**config.mk**
```make
export PLATFORM = sky130hd
export DESIGN_NAME = i2c_master_ctrl
export DESIGN_NICKNAME = d
export VERILOG_FILES = /design/src/rtl/i2c_pkg.sv /design/src/rtl/i2c_qtick_gen.sv /design/src/rtl/i2c_master_ctrl.sv
export SDC_FILE = /design/constraint.sdc
export NUM_CORES = 1
export LEC_CHECK = 0
export ABC_AREA = 1
export BUFFER_PORTS_ARGS = -buffer_cell sky130_fd_sc_hd__buf_2
export CELL_PAD_IN_SITES_DETAIL_PLACEMENT = 1
export CELL_PAD_IN_SITES_GLOBAL_PLACEMENT = 1
export CORE_MARGIN = 1.5
export CORE_UTILIZATION = 36
export DETAILED_ROUTE_END_ITERATION = 8
export PLACE_DENSITY = 0.82
export SLEW_MARGIN = 10
export SYNTH_ARGS = -nofsm -noshare
export SYNTH_HDL_FRONTEND = slang
export SYNTH_HIERARCHICAL = 1
export SYNTH_SLANG_ARGS = --single-unit
```
**constraint.sdc**
```tcl
create_clock -name clk -period 2.06 [get_ports clk]
set_input_delay 0.103 -clock clk [delete_from_list [all_inputs] [get_ports clk]]
set_output_delay 0.103 -clock clk [all_outputs]
set_load 0.01 [all_outputs]
```
**src/rtl/i2c_pkg.sv**
```systemverilog
// Shared constants and FSM encoding for the single-byte I2C master.
package i2c_pkg;

  typedef enum logic [3:0] {
    ST_IDLE,
    ST_START,
    ST_ADDR,
    ST_ADDR_ACK,
    ST_WDATA,
    ST_WDATA_ACK,
    ST_RDATA,
    ST_RDATA_NACK,
    ST_STOP
  } state_e;

  localparam int START_QUARTERS = 2;
  localparam int BIT_QUARTERS   = 4;
  localparam int STOP_QUARTERS  = 3;
  localparam int BITS_PER_BYTE  = 8;
  // sda_i is taken at the end of the first SCL-high quarter of a bit slot
  localparam int SAMPLE_QUARTER = 2;

endpackage

```
**src/rtl/i2c_qtick_gen.sv**
```systemverilog
// Quarter-period strobe: one-cycle tick every CLK_DIV enabled cycles, restartable.
module i2c_qtick_gen #(
  parameter int CLK_DIV = 4
) (
  input  logic clk,
  input  logic rst,
  input  logic en,
  input  logic clr,
  output logic tick
);

  localparam int CW = (CLK_DIV > 1) ? $clog2(CLK_DIV) : 1;

  logic [CW-1:0] cnt_q, cnt_d;
  logic          wrap;

  assign wrap = (cnt_q == CW'(CLK_DIV - 1));
  assign tick = en && !clr && wrap;

  always_comb begin
    cnt_d = cnt_q;
    if (clr)     cnt_d = '0;
    else if (en) cnt_d = wrap ? '0 : cnt_q + 1'b1;
  end

  always_ff @(posedge clk) begin
    if (rst) cnt_q <= '0;
    else     cnt_q <= cnt_d;
  end

endmodule

```
**src/rtl/i2c_master_ctrl.sv**
```systemverilog
// Single-byte I2C master: START, address+R/W, one data byte (write or read), STOP.
module i2c_master_ctrl
  import i2c_pkg::*;
#(
  parameter int CLK_DIV = 4
) (
  input  logic       clk,
  input  logic       rst,
  input  logic       cmd_valid,
  output logic       cmd_ready,
  input  logic [6:0] cmd_addr,
  input  logic       cmd_rw,
  input  logic [7:0] cmd_wdata,
  output logic       rsp_valid,
  output logic [7:0] rsp_rdata,
  output logic       rsp_nack,
  output logic       busy,
  output logic       scl_o,
  output logic       sda_o,
  input  logic       sda_i
);

  state_e     state_q, state_d;
  logic [1:0] q_q, q_d;
  logic [2:0] bit_q, bit_d;
  logic [7:0] tx_q, tx_d;
  logic [7:0] rx_q, rx_d;
  logic [7:0] wdata_q, wdata_d;
  logic       rw_q, rw_d;
  logic       samp_q, samp_d;
  logic       nack_q, nack_d;
  logic       busy_q, busy_d;
  logic       rsp_valid_q, rsp_valid_d;
  logic       scl_q, scl_d;
  logic       sda_q, sda_d;
  logic       accept, tick;

  assign cmd_ready = (state_q == ST_IDLE);
  assign accept    = cmd_valid && cmd_ready;

  i2c_qtick_gen #(.CLK_DIV(CLK_DIV)) u_qtick (
    .clk  (clk),
    .rst  (rst),
    .en   (busy_q),
    .clr  (accept),
    .tick (tick)
  );

  always_comb begin
    state_d     = state_q;
    q_d         = q_q;
    bit_d       = bit_q;
    tx_d        = tx_q;
    rx_d        = rx_q;
    wdata_d     = wdata_q;
    rw_d        = rw_q;
    samp_d      = samp_q;
    nack_d      = nack_q;
    busy_d      = busy_q;
    rsp_valid_d = 1'b0;

    if (accept) begin
      state_d = ST_START;
      q_d     = '0;
      bit_d   = '0;
      tx_d    = {cmd_addr, cmd_rw};
      rw_d    = cmd_rw;
      wdata_d = cmd_wdata;
      rx_d    = '0;
      samp_d  = 1'b0;
      nack_d  = 1'b0;
      busy_d  = 1'b1;
    end else if (tick) begin
      case (state_q)
        ST_START: begin
          if (q_q == 2'(START_QUARTERS - 1)) begin
            state_d = ST_ADDR;
            q_d     = '0;
            bit_d   = 3'(BITS_PER_BYTE - 1);
          end else q_d = q_q + 2'd1;
        end
        ST_STOP: begin
          if (q_q == 2'(STOP_QUARTERS - 1)) begin
            state_d     = ST_IDLE;
            q_d         = '0;
            busy_d      = 1'b0;
            rsp_valid_d = 1'b1;
          end else q_d = q_q + 2'd1;
        end
        ST_ADDR, ST_ADDR_ACK, ST_WDATA, ST_WDATA_ACK, ST_RDATA, ST_RDATA_NACK: begin
          if (q_q == 2'(SAMPLE_QUARTER)) begin
            samp_d = sda_i;
            if (state_q == ST_RDATA) rx_d = {rx_q[6:0], sda_i};
          end
          if (q_q == 2'(BIT_QUARTERS - 1)) begin
            q_d   = '0;
            bit_d = bit_q - 3'd1;
            case (state_q)
              ST_ADDR: begin
                tx_d = {tx_q[6:0], 1'b0};
                if (bit_q == '0) state_d = ST_ADDR_ACK;
              end
              ST_ADDR_ACK: begin
                if (samp_q) begin
                  nack_d  = 1'b1;
                  state_d = ST_STOP;
                end else begin
                  bit_d   = 3'(BITS_PER_BYTE - 1);
                  tx_d    = wdata_q;
                  state_d = rw_q ? ST_RDATA : ST_WDATA;
                end
              end
              ST_WDATA: begin
                tx_d = {tx_q[6:0], 1'b0};
                if (bit_q == '0) state_d = ST_WDATA_ACK;
              end
              ST_WDATA_ACK: begin
                nack_d  = samp_q;
                state_d = ST_STOP;
              end
              ST_RDATA:      if (bit_q == '0) state_d = ST_RDATA_NACK;
              ST_RDATA_NACK: state_d = ST_STOP;
              default: ;
            endcase
          end else q_d = q_q + 2'd1;
        end
        default: ;
      endcase
    end

    // Bus levels follow the state/quarter being entered, so the pins change on quarter boundaries
    scl_d = 1'b1;
    sda_d = 1'b1;
    case (state_d)
      ST_START: sda_d = (q_d == 2'd0);
      ST_ADDR, ST_WDATA: begin
        scl_d = q_d[1];
        sda_d = tx_d[7];
      end
      ST_ADDR_ACK, ST_WDATA_ACK, ST_RDATA, ST_RDATA_NACK: scl_d = q_d[1];
      ST_STOP: begin
        scl_d = (q_d != 2'd0);
        sda_d = (q_d == 2'd2);
      end
      default: ;
    endcase
  end

  always_ff @(posedge clk) begin
    if (rst) begin
      state_q     <= ST_IDLE;
      q_q         <= '0;
      bit_q       <= '0;
      tx_q        <= '0;
      rx_q        <= '0;
      wdata_q     <= '0;
      rw_q        <= 1'b0;
      samp_q      <= 1'b0;
      nack_q      <= 1'b0;
      busy_q      <= 1'b0;
      rsp_valid_q <= 1'b0;
      scl_q       <= 1'b1;
      sda_q       <= 1'b1;
    end else begin
      state_q     <= state_d;
      q_q         <= q_d;
      bit_q       <= bit_d;
      tx_q        <= tx_d;
      rx_q        <= rx_d;
      wdata_q     <= wdata_d;
      rw_q        <= rw_d;
      samp_q      <= samp_d;
      nack_q      <= nack_d;
      busy_q      <= busy_d;
      rsp_valid_q <= rsp_valid_d;
      scl_q       <= scl_d;
      sda_q       <= sda_d;
    end
  end

  assign rsp_valid = rsp_valid_q;
  assign rsp_rdata = rx_q;
  assign rsp_nack  = nack_q;
  assign busy      = busy_q;
  assign scl_o     = scl_q;
  assign sda_o     = sda_q;

endmodule

```
* Yosys cells after proc, flatten, opt, wreduce, memory -nomap -nowiden
Cells that the tools add are included.
** Cells by class
- $add $sub $neg :: 3
- Equality and inequality tests :: 25
- Multiplexer cells :: 39
- Bitwise operators :: 2
- Reduce and logical (&&, ||, !) cells :: 29
** Operators by type and width (count)
- $mux 8 :: 5
- $mux 4 :: 9
- $eq 4x3->1 const B :: 8
- $pmux 4 s5 :: 1
- $eq 4x2->1 const B :: 4
- $pmux 8 s2 :: 1
- $reduce_bool 2->1 :: 8
- $mux 2 :: 7
- $mux 3 :: 4
- $pmux 4 s3 :: 1
- $reduce_or 6->1 :: 2
- $reduce_and 5->1 :: 2
- $eq 2x2->1 const B :: 4
- $eq 4x1->1 const B :: 2
- $eq 4x4->1 const B :: 2
- $reduce_and 4->1 :: 2
- $reduce_or 2->1 :: 4
- $mux 1 :: 6
- $ne 2x2->1 const B :: 3
- $pmux 2 s3 :: 1
- $pmux 3 s2 :: 1
- $reduce_and 3->1 :: 2
- $add 2x1->2 const B :: 2
- $logic_not 4->1 :: 1
- 12 further kinds :: 16
** Storage, ports and cells
- Flip-flop bits (word level) :: 42
- Input bits :: 20
- Output and inout port bits :: 14
- Logic and storage cells :: 113

* Depth between registers and ports, before layout
Gate-level depths: netlist of the first run.
- Depth after elaboration :: 10
- Mapped depth :: 18
- Gate-level depth less buffers :: 16

* Modules after synthesis
Netlist of the first run, hierarchy kept.
** Modules (own cells, without submodules)
- i2c_master_ctrl :: instances 1, cells each 313, area each 2077.0 um^2, seq. area each 800.8 um^2
- i2c_qtick_gen :: instances 1, cells each 16, area each 105.1 um^2, seq. area each 40.0 um^2

* Worst setup path before layout of the first run
Ideal clock, no wire load.
- Path type :: reg2reg
- Start point :: register state_q[2]
- End point :: register sda_q, in the netlist sda_o
- Library setup time :: 117 ps
- Arrival :: 2166 ps
- Required time :: 1943 ps
- Slack :: -223 ps
- Stages on the path, launching flop included :: 16
- Path buffers :: 2
- Period minus slack after synthesis :: 2283 ps
- Cell sequence :: dfxtp_1 -> buf_2 -> inv_1 -> nand2_1 -> nor3_1 -> nand2_1 -> inv_1 -> buf_2 -> nor2_1 -> nand2_1 -> a21oi_4 -> a21oi_2 -> a21oi_1 -> nor2_1 -> nor2_1 -> nand2_1
** Between the ends
- Longest elaborated chain between the ends :: 10
- Elaborated cells between the ends (all ways) :: 42
- Classes of those cells :: 13 x eq/ne; 19 x mux; 10 x reduce/logical
** Ends and longest elaborated chain
- start, declared :: RTL line i2c_master_ctrl.sv:23 : state_e state_q, state_d;
- start signal, assigned :: RTL line i2c_master_ctrl.sv:165 : state_q <= state_d;
- $logic_not 4->1 * :: RTL line i2c_master_ctrl.sv:38 : assign cmd_ready = (state_q == ST_IDLE);
- net cmd_ready :: RTL line i2c_master_ctrl.sv:10 : output logic cmd_ready,
- $logic_and 1x1->1 * :: RTL line i2c_master_ctrl.sv:39 : assign accept = cmd_valid && cmd_ready;
- net accept :: RTL line i2c_master_ctrl.sv:36 : logic accept, tick;
- $logic_not 1->1 * :: RTL line i2c_qtick_gen.sv:18 : assign tick = en && !clr && wrap;
- $logic_and 1x1->1 * (2 in series) :: RTL line i2c_qtick_gen.sv:18
- net tick :: RTL line i2c_master_ctrl.sv:36
- $mux 4 :: RTL line i2c_master_ctrl.sv:73 : end else if (tick) begin
- $mux 4 :: RTL line i2c_master_ctrl.sv:62 : if (accept) begin
- $eq 4x2->1 / $eq 4x3->1 (equally long branches) :: RTL line i2c_master_ctrl.sv:134 : case (state_d)
- $reduce_or 2->1
- $pmux 1 s3 * :: RTL line i2c_master_ctrl.sv:134
- end signal, assigned :: RTL line i2c_master_ctrl.sv:163 : sda_q <= 1'b1;
- end signal, assigned :: RTL line i2c_master_ctrl.sv:177 : sda_q <= sda_d;
- end, declared :: RTL line i2c_master_ctrl.sv:35 : logic sda_q, sda_d;
The timed path passes the listed nets; every way through them passes the cells marked *. The select of a mux whose other input is x is not followed.
A chain may end at the register's enable or synchronous reset.

* Worst setup path after layout of the first run
- Start point :: register state_q[0]
- End point :: register sda_q, in the netlist sda_o
** Between the ends
- Longest elaborated chain between the ends :: 10
- Elaborated cells between the ends (all ways) :: 42
- Classes of those cells :: 13 x eq/ne; 19 x mux; 10 x reduce/logical
** Ends and longest elaborated chain (RTL line)
- $eq 4x3->1 / $logic_not 4->1 (equally long branches) :: i2c_master_ctrl.sv:74, i2c_master_ctrl.sv:98, i2c_master_ctrl.sv:38
- $reduce_or 2->1 (no source line) / $logic_and 1x1->1 (equally long branches)
- $pmux 4 s5 / $logic_not 1->1 (equally long branches) :: i2c_master_ctrl.sv:98, i2c_qtick_gen.sv:18
- $mux 4 / $logic_and 1x1->1 (equally long branches) :: i2c_master_ctrl.sv:95, i2c_qtick_gen.sv:18
- $pmux 4 s3 / $logic_and 1x1->1 (equally long branches) :: i2c_master_ctrl.sv:74, i2c_qtick_gen.sv:18
- $mux 4 :: i2c_master_ctrl.sv:73
- $mux 4 :: i2c_master_ctrl.sv:62
- $eq 4x2->1 / $eq 4x3->1 (equally long branches) :: i2c_master_ctrl.sv:134
- $reduce_or 2->1
- $pmux 1 s3 * :: i2c_master_ctrl.sv:134
Mark *: on every way between the ends. The rest lies on a longest branch, timed or not. The select of a mux whose other input is x is not followed.

==> results of run 1 <==
-- cell families after synthesis --
logic type               synth area share
AND/OR/NAND/NOR                     0.331
AO/OA/AOI/OAI                       0.146
buffers and inverters              0.0860
flip-flops                          0.385
adder cells (fa/ha/maj)            0.0516
-- tightest hold or removal path: cells and delay by family --
| kind | cells | cell delay [ns] |
|---|---|---|
| AND/OR/NAND/NOR | 1 | 0.06 |
| buffers and inverters | 1 | 0.09 |
| AO/OA/AOI/OAI | 1 | 0.05 |
-- registers in the layout (all words and copies together) (netlist names) --
name           flops
q_q                2
sda_o              1
samp_q             1
tx_q               8
rsp_nack           1
rsp_rdata          8
wdata_q            8
state_q            4
busy               1
rsp_valid          1
u_qtick/cnt_q      2
rw_q               1
bit_q              3
scl_o              1
-- Yosys cell counts --
| cell | n |
|---|---|
| nand2_1 | 105 |
| dfxtp_1 | 42 |
| nor2_1 | 37 |
| inv_1 | 34 |
| a21oi_1 | 27 |
| o21ai_0 | 14 |
| nand3_1 | 13 |
| ha_1 | 9 |
| a31oi_1 | 7 |
| buf_2 | 6 |
| nor3_1 | 6 |
| inv_2 | 5 |
| nor2_2 | 5 |
| nand3_2 | 3 |
| nand4_1 | 3 |
| clkbuf_1 | 2 |
| o21ai_2 | 2 |
| a21oi_2 | 1 |
| a21oi_4 | 1 |
| a311oi_1 | 1 |
| clkinv_1 | 1 |
| nand2_2 | 1 |
| nand3b_1 | 1 |
| o21ai_1 | 1 |
| o21bai_1 | 1 |
| o22ai_1 | 1 |
-- final cells by class --
class	instances	share of cell area
clock buffers	6	0.0306
clock inverters	1	0.0111
inverters	40	0.0566
multi-input cells	239	0.449
flip-flops and latches	42	0.312
well taps	75	0.0348
repair buffers	49	0.106
-- path summary, 6_finish.rpt --
| check | start | end | cells past startpoint |
|---|---|---|---|
| worst min register to register | wdata_q[6] | wdata_q[6] | 2 |
| worst max-delay path | state_q[0] | sda_o | 12 |
| worst min-delay path | cmd_wdata[7] | wdata_q[7] | 3 |
| worst max register to register | state_q[0] | sda_o | 12 |
-- power by group through the flow --
stage	logic [W]	clock network [W]	registers (W)
global placement	0.000166	0	0.000879
finish	0.000176	0.000671	0.000862
detailed placement	0.000172	0	0.000881
global route	0.000201	0.000717	0.000865
CTS	0.000174	0.000686	0.000862
floorplan	0.000108	0	0.000876
-- metal layers --
metal / GRT usage / wire [um]
met4: 0.0621 / 89
met5: 0 / 0
met2: 0.357 / 3240
met3: 0.0404 / 177
met1: 0.246 / 2920
-- timing repair --
item                       4_1_cts  5_1_grt
resized for setup                1       10
pin swaps                        0        5
buffers inserted                 0        3
setup endpoints to repair        1        2
-- per-stage QoR --
stage	util	TNS, ns	cell area, um^2	cells	setup WS [ns]
floorplan	-	0	2200	329	0.0154
finish	0.459	0	2700	452	0.124
global route	0.459	-0.104	2700	452	-0.0542
global placement	0.429	0	2520	442	0.148
detailed placement	0.429	0	2520	442	0.0483
CTS	0.448	0	2640	449	0.0739
==> flow_summary.toml, run 1 <==
[run_status]
run_status = "finished clean"

[yosys]
synth_seq_cells = 42
synth_area_leaders = "dfxtp_1 39%, nand2_1 18%, nor2_1 6.4%"
syn_avg_cell_area_um2 = 6.63
yosysWarnings = 6
synth_nets = 358
synth_top_area_cell = "dfxtp_1"
synth_top_area_frac = 0.385
ys_types = 26
synth_cells = 329
seq_area_frac_synth = 0.385
syn_area_um2 = 2180

[drt]
wl_per_cell_um = 14.2
vias_per_cell = 5.05
vias = 2281
dr.pass1.iters = 4
wirelength_um = 6420
drtAntennaViolNets = 0
drc = 0
dr.first_iter.drc_count = 102

[sta]
fmax_mhz = 517
finalCritPeriodShare = 0.940
max_slew_margin = 0.615
rsz0062_at_grt = "true"
drv_slew = 0
worstMarginPinSlew_ns = 0.576
hold_viol_final = 0
fin_skew_ns = 0.00678
setup_viol = 0
min_period_ns = 1.94
hold_ws_ns = 0.0608

[setup_path]
crit_top_cell = "nand2_1"
critPathKind = "reg -> reg"
cp_slowest_cell = "dfxtp_1"
rrSetupSlack_ns = 0.12
startpoint_type = "flip-flop"
crit_fanout = 8
path_cells = "buf_4 > nand2_1 > nor2_4 > nand2_1 > a21oi_1 > nor2_1 > nor2_1 > inv_1 > nand2_1 > nor2_1 > a21oi_1 > nand2_1"
cpPeakStageDelay_ns = 0.40
crit_family = "simple AND/OR/NAND/NOR gates"
crit_path_end_kind = "flip-flop"
required_ns = 2.25
worstPathArrival_ns = 2.13
path_buf_inv = 2

[clock_tree]
numCtsBuffers = 5
clk_latency_ns = 0.29
cts_hold_buf = 0
cts.sinks = 42
tritoncts = "yes"
path_clk_slew_ns = 0.08
cts.htree.levels = 2
root_buffer = "clkbuf_8"
clock_path_buffers = 2

[flow_run]
cap_violations = 0

[die]
die_w_um = 80.9
row_count = 28
die_area_um2 = 6540
die_h_um = 80.9
start_util = 0.371
ios = 34
coreArea_um2 = 5890

[pwr]
switchingPower_w = 0.000410
switching_share = 0.240
p_total_w = 0.00171
p_leak_nw = 1.17
p_comb_frac = 0.103
p_clk_frac = 0.393
power_density_nw_per_um2 = 633
seqPwrFrac = 0.504
ir_worst_vdd_uv = 393
p_int_w = 0.00130

[finish]
nets = 406
multi_input_area_um2 = 1210
drive_above_1_share = 0.218
final-seq-area_um2 = 842
syn2layout_area_growth_pct = 23.7
fillCellCount = 797
layout_commonest_cell = "nand2_1"
antenna_cells = 0
final_cell_mix = "103 x nand2_1, 41 x dfxtp_1, 34 x inv_1, 34 x nor2_1, 33 x buf_2"

[global_route]
grt_use_total = 0.202
grt_max_degree = 20
antenna_found_initial = 0
grt_pass1_wl_um = 10300
grt_pass1_vias = 2268
gr-total-overflow = 0

[hold_path]
hold_class = "in -> reg"

[place]
finalWeightedCongestion = 0.853
port-buffer-count = 33
post-dp-hpwl_um = 4710
No activity file was read; power rests on OpenSTA's default activity.
==> inputs of run 2 (changes only) <==
- CORE_UTILIZATION: 36 -> 42
- MAX_ROUTING_LAYER: not set -> met4
- PLACE_DENSITY: 0.82 -> 0.89
- clock period: 2.06 -> 2.4 ns (I/O delays scaled with it)
==> run 2 against run 1 <==
Compared with the run above: worst hold slack improved by 0.019 ns; die area decreased by 14%; combinational power decreased by 22%; non-clock buffer count is 9 lower; core utilization increased by 5.0 points; clock power is 13% lower; sequential share of layout area up 1.6 points; clock skew rose by 0.0029 ns; register-to-register slack improved by 0.07 ns; largest power group unchanged; highest routed layer unchanged.
==> flow_summary.toml, run 2 (synthesis gave the netlist of run 1 again) <==
[global_route]
grt_use_total = 0.240
antenna_found_initial = 0
gr-total-overflow = 0
grt_pass1_wl_um = 9890
grt_max_degree = 20
grt_pass1_vias = 2128

[place]
port-buffer-count = 33
finalWeightedCongestion = 0.835
post-dp-hpwl_um = 4470

[clock_tree]
clock_path_buffers = 2
numCtsBuffers = 5
clk_latency_ns = 0.30
cts.sinks = 42
tritoncts = "yes"
cts.htree.levels = 2
root_buffer = "clkbuf_8"
cts_setup_buffers = 0
path_clk_slew_ns = 0.09

[pwr]
power_density_nw_per_um2 = 570
p_leak_nw = 1.10
ir_worst_vdd_uv = 307

[drt]
vias = 2271
drc = 0
dr.pass1.iters = 4
vias_per_cell = 5.18
wl_per_cell_um = 14.2
wirelength_um = 6210
drtAntennaViolNets = 0
dr.first_iter.drc_count = 75

[finish]
final_util = 0.508
antenna_cells = 0
drive_above_1_share = 0.179
syn2layout_area_growth_pct = 17.4
nets = 397
layout_commonest_cell = "nand2_1"
final_cell_mix = "105 x nand2_1, 42 x dfxtp_1, 37 x nor2_1, 33 x inv_1, 33 x buf_2"

[setup_path]
startpoint_type = "flip-flop"
required_ns = 2.60
crit_fanout = 5
crit_path_end_kind = "flip-flop"
critPathKind = "reg -> reg"
worstPathArrival_ns = 2.40

[sta]
worstMarginPinSlew_ns = 0.518
setup_viol = 0
fmax_mhz = 454
max_slew_margin = 0.654
fin_skew_ns = 0.00969
rsz0062_at_grt = "false"
hold_viol_final = 0
min_period_ns = 2.20
tns_ns = 0
finalCritPeriodShare = 0.918
drv_slew = 0

[die]
coreArea_um2 = 5040
die_area_um2 = 5640
die_w_um = 75.1
ios = 34
row_count = 26
start_util = 0.433
die_h_um = 75.1

[hold_path]
hold_class = "in -> reg"

[flow_run]
cap_violations = 0

[run_status]
run_status = "finished clean"
==> run 2: area by class of cell <==
| class | count | area, um^2 |
|---|---|---|
| Clock buffer | 6 | 82.6 |
| Multi-Input combinational cell | 239 | 1150 |
| Tap cell | 70 | 87.6 |
| Inverter | 40 | 150 |
| Sequential cell | 42 | 841 |
| Fill cell | 710 | 2480 |
| Clock inverter | 1 | 30.0 |
| Timing Repair Buffer | 40 | 218 |
==> run 2: path summary, 6_finish.rpt <==
| kind | startpoint | endpoint | slack [ns] | cells after the start |
|---|---|---|---|---|
| worst max-delay path | state_q[1] | sda_o | 0.20 | 14 |
| worst min-delay path | cmd_wdata[0] | wdata_q[0] | 0.08 | 3 |
| worst max register to register | state_q[1] | sda_o | 0.20 | 14 |
| worst min register to register | wdata_q[5] | wdata_q[5] | 0.45 | 2 |
==> run 2: routing by layer <==
layer / global-route usage / wire length (um)
met1: 0.306 / 2940
met2: 0.377 / 2920
met3: 0.0442 / 204
met4: 0.0889 / 146
met5: - / 0
==> run 2: metrics by stage <==
step	power, W	hold WS, ns	std cells	setup slack [ns]	instance area [um^2]
detailed placement	0.000891	0.400	431	0.257	2450
finish	0.00146	0.0798	438	0.196	2560
floorplan	0.000841	0.263	329	0.117	2180
CTS	0.00147	0.0783	438	0.197	2560
global route	0.00152	0.0805	438	0.00423	2560
global placement	0.000887	0.382	431	0.372	2450
==> run 2: what timing repair did <==
item / CTS / global route
gates resized for setup: 0 / 1
hold buffers: 0 / 0
setup endpoints to repair: 0 / 8
==> run 2: critical path, cell delays in order, from the launching register on <==
cell and delay [ns]:
dfxtp_1 0.36, inv_2 0.05, nand2_1 0.13, nor3_1 0.08
nand2_1 0.09, inv_1 0.05, nor2_1 0.31, buf_4 0.20
nand3_1 0.10, o21ai_2 0.28, nor2_1 0.12, nand3_1 0.10
nor2_1 0.06, a21oi_1 0.11, nand2_1 0.07
==> run 2: power by group <==
group          leakage (nW)  switching [W]  internal (W)
Clock                0.0573       0.000251      0.000333
Combinational         0.704      0.0000881     0.0000502
Sequential            0.342      0.0000142      0.000724
==> inputs of run 3 (changes only) <==
- BUFFER_PORTS_ARGS: -buffer_cell sky130_fd_sc_hd__buf_2 -> not set
- CORE_UTILIZATION: 42 -> 47
- DONT_BUFFER_PORTS: not set -> 1
==> run 3 against run 2 <==
Compared with the run above: clock-buffer cell count increased by 1; sequential power about the same; worst hold slack got worse by 0.073 ns; combinational power decreased by 4%; worst setup slack got worse by 0.046 ns; critical endpoint unchanged; largest power group unchanged.
==> flow_summary.toml, run 3 (synthesis gave the netlist of run 1 again) <==
[global_route]
grt_pass1_wl_um = 10500
grt_max_degree = 20
antenna_found_initial = 0
gr-total-overflow = 0
grt_pass1_vias = 2151
grt_use_total = 0.271

[sta]
finalCritPeriodShare = 0.937
drv_slew = 0
tns_ns = 0
max_slew_margin = 0.462
setup_viol = 0
min_period_ns = 2.25
worstMarginPinSlew_ns = 0.805
fmax_mhz = 445
hold_viol_final = 0
fin_skew_ns = 0.00243

[pwr]
power_density_nw_per_um2 = 545
p_int_w = 0.00101
seqPwrFrac = 0.544
p_leak_nw = 1.02
p_clk_frac = 0.358
switching_share = 0.260
p_total_w = 0.00136
p_comb_frac = 0.098
switchingPower_w = 0.000353
ir_worst_vdd_uv = 178

[setup_path]
path_cells = "inv_2 > nand2_1 > nor3_1 > nand2_1 > inv_1 > nor2_1 > nand2_1 > a21oi_4 > a21oi_2 > a21oi_1 > nor2_1 > nor2_1 > nand2_1"
crit_fanout = 8
startpoint_type = "flip-flop"
worstPathArrival_ns = 2.45
critical_path_depth = 13
required_ns = 2.60
ff2ff_path_depth = 13
cp_slowest_cell = "dfxtp_1"
cpPeakStageDelay_ns = 0.36
critPathKind = "reg -> reg"
crit_path_end_kind = "flip-flop"
path_buf_inv = 2
crit_top_cell = "nand2_1"
crit_family = "simple AND/OR/NAND/NOR gates"

[die]
coreArea_um2 = 4410
die_area_um2 = 5060
ios = 34
die_w_um = 71.1
start_util = 0.494
die_h_um = 71.1
row_count = 24

[drt]
vias = 2157
drc = 0
dr.pass1.iters = 4
dr.first_iter.drc_count = 99
drtAntennaViolNets = 0
wl_per_cell_um = 15.9
wirelength_um = 6400
vias_per_cell = 5.35

[hold_path]
hold_class = "in -> reg"
hold_depth = 2

[clock_tree]
root_buffer = "clkbuf_8"
clock_path_buffers = 2
cts.htree.levels = 2
cts.sinks = 42
numCtsBuffers = 5
path_clk_slew_ns = 0.08
tritoncts = "yes"
clk_latency_ns = 0.29

[run_status]
run_status = "finished clean"

[finish]
syn2layout_area_growth_pct = 14.2
nets = 379
layout_commonest_cell = "nand2_1"
final_cell_mix = "105 x nand2_1, 42 x dfxtp_1, 37 x nor2_1, 33 x inv_1, 26 x a21oi_1"
drive_above_1_share = 0.114
antenna_cells = 0

[place]
port-buffer-count = 0
post-dp-hpwl_um = 4330
finalWeightedCongestion = 0.948

[flow_run]
cap_violations = 0
run 3: cell count changes in the layout (fill, tap and decap cells not counted):
cell           change
clkinv_2           +1
clkbuf_1           +1
a21oi_1            -1
dlygate4sd3_1      +9
bufinv_16          -1
buf_4              +6
a21oi_2            +1
buf_2             -33
run 3: area by class of cell:
class	count	area, um^2
repair buffers	22	188
multi-input cells	239	1160
inverters	40	150
clock inverters	1	5.00
clock buffers	7	86.3
flip-flops and latches	42	841
well taps	52	65.1
fillers	610	1920
run 3: timing repair:
action / CTS / global route
hold buffers: 9 / 0
buffers inserted: 0 / 5
setup endpoints to repair: 0 / 5
gates resized for setup: 0 / 2
hold endpoints to repair: 21 / 0
run 3: path summary, 6_finish.rpt:
path	from	endpoint	slack, ns
min	cmd_addr[0]	tx_q[1]	0.007
min reg2reg	wdata_q[5]	wdata_q[5]	0.46
max	state_q[1]	sda_o	0.15
max reg2reg	state_q[1]	sda_o	0.15
run 3: layer usage:
layer  track usage  vias up  part of all wire
li1              -     1092                 -
met1         0.340     1000              0.44
met2         0.455       52              0.49
met3        0.0442       13             0.046
met4        0.0713        0             0.019
met5             -        -                 0
run 3: power by group through the flow:
stage	registers [W]	clock network, W	logic (W)
after CTS	0.000740	0.000488	0.000131
after global routing	0.000743	0.000515	0.000152
final	0.000740	0.000486	0.000133
after floorplan	0.000752	0	0.0000896
after global placement	0.000756	0	0.000110
after detailed placement	0.000756	0	0.000113
run 3: worst reg2reg max path, cell delays in order (launching register included):
cell and delay [ns]:
dfxtp_1 0.36, inv_2 0.06, nand2_1 0.14, nor3_1 0.09
nand2_1 0.12, inv_1 0.07, nor2_1 0.27, nand2_1 0.18
a21oi_4 0.25, a21oi_2 0.17, a21oi_1 0.22, nor2_1 0.08
nor2_1 0.09, nand2_1 0.05
run 3: metrics by stage:
step / area [um^2] / instances / hold slack [ns] / utilization / setup WS (ns)
4_1_cts: 2450 / 398 / 0.00389 / 0.555 / 0.177
3_5_place_dp: 2270 / 381 / 0.195 / 0.514 / 0.235
6_report: 2490 / 403 / 0.00679 / 0.565 / 0.150
3_3_place_gp: 2270 / 381 / 0.192 / 0.514 / 0.405
5_1_grt: 2490 / 403 / 0.0260 / 0.565 / -0.0183
2_1_floorplan: 2180 / 329 / 0.263 / - / 0.117
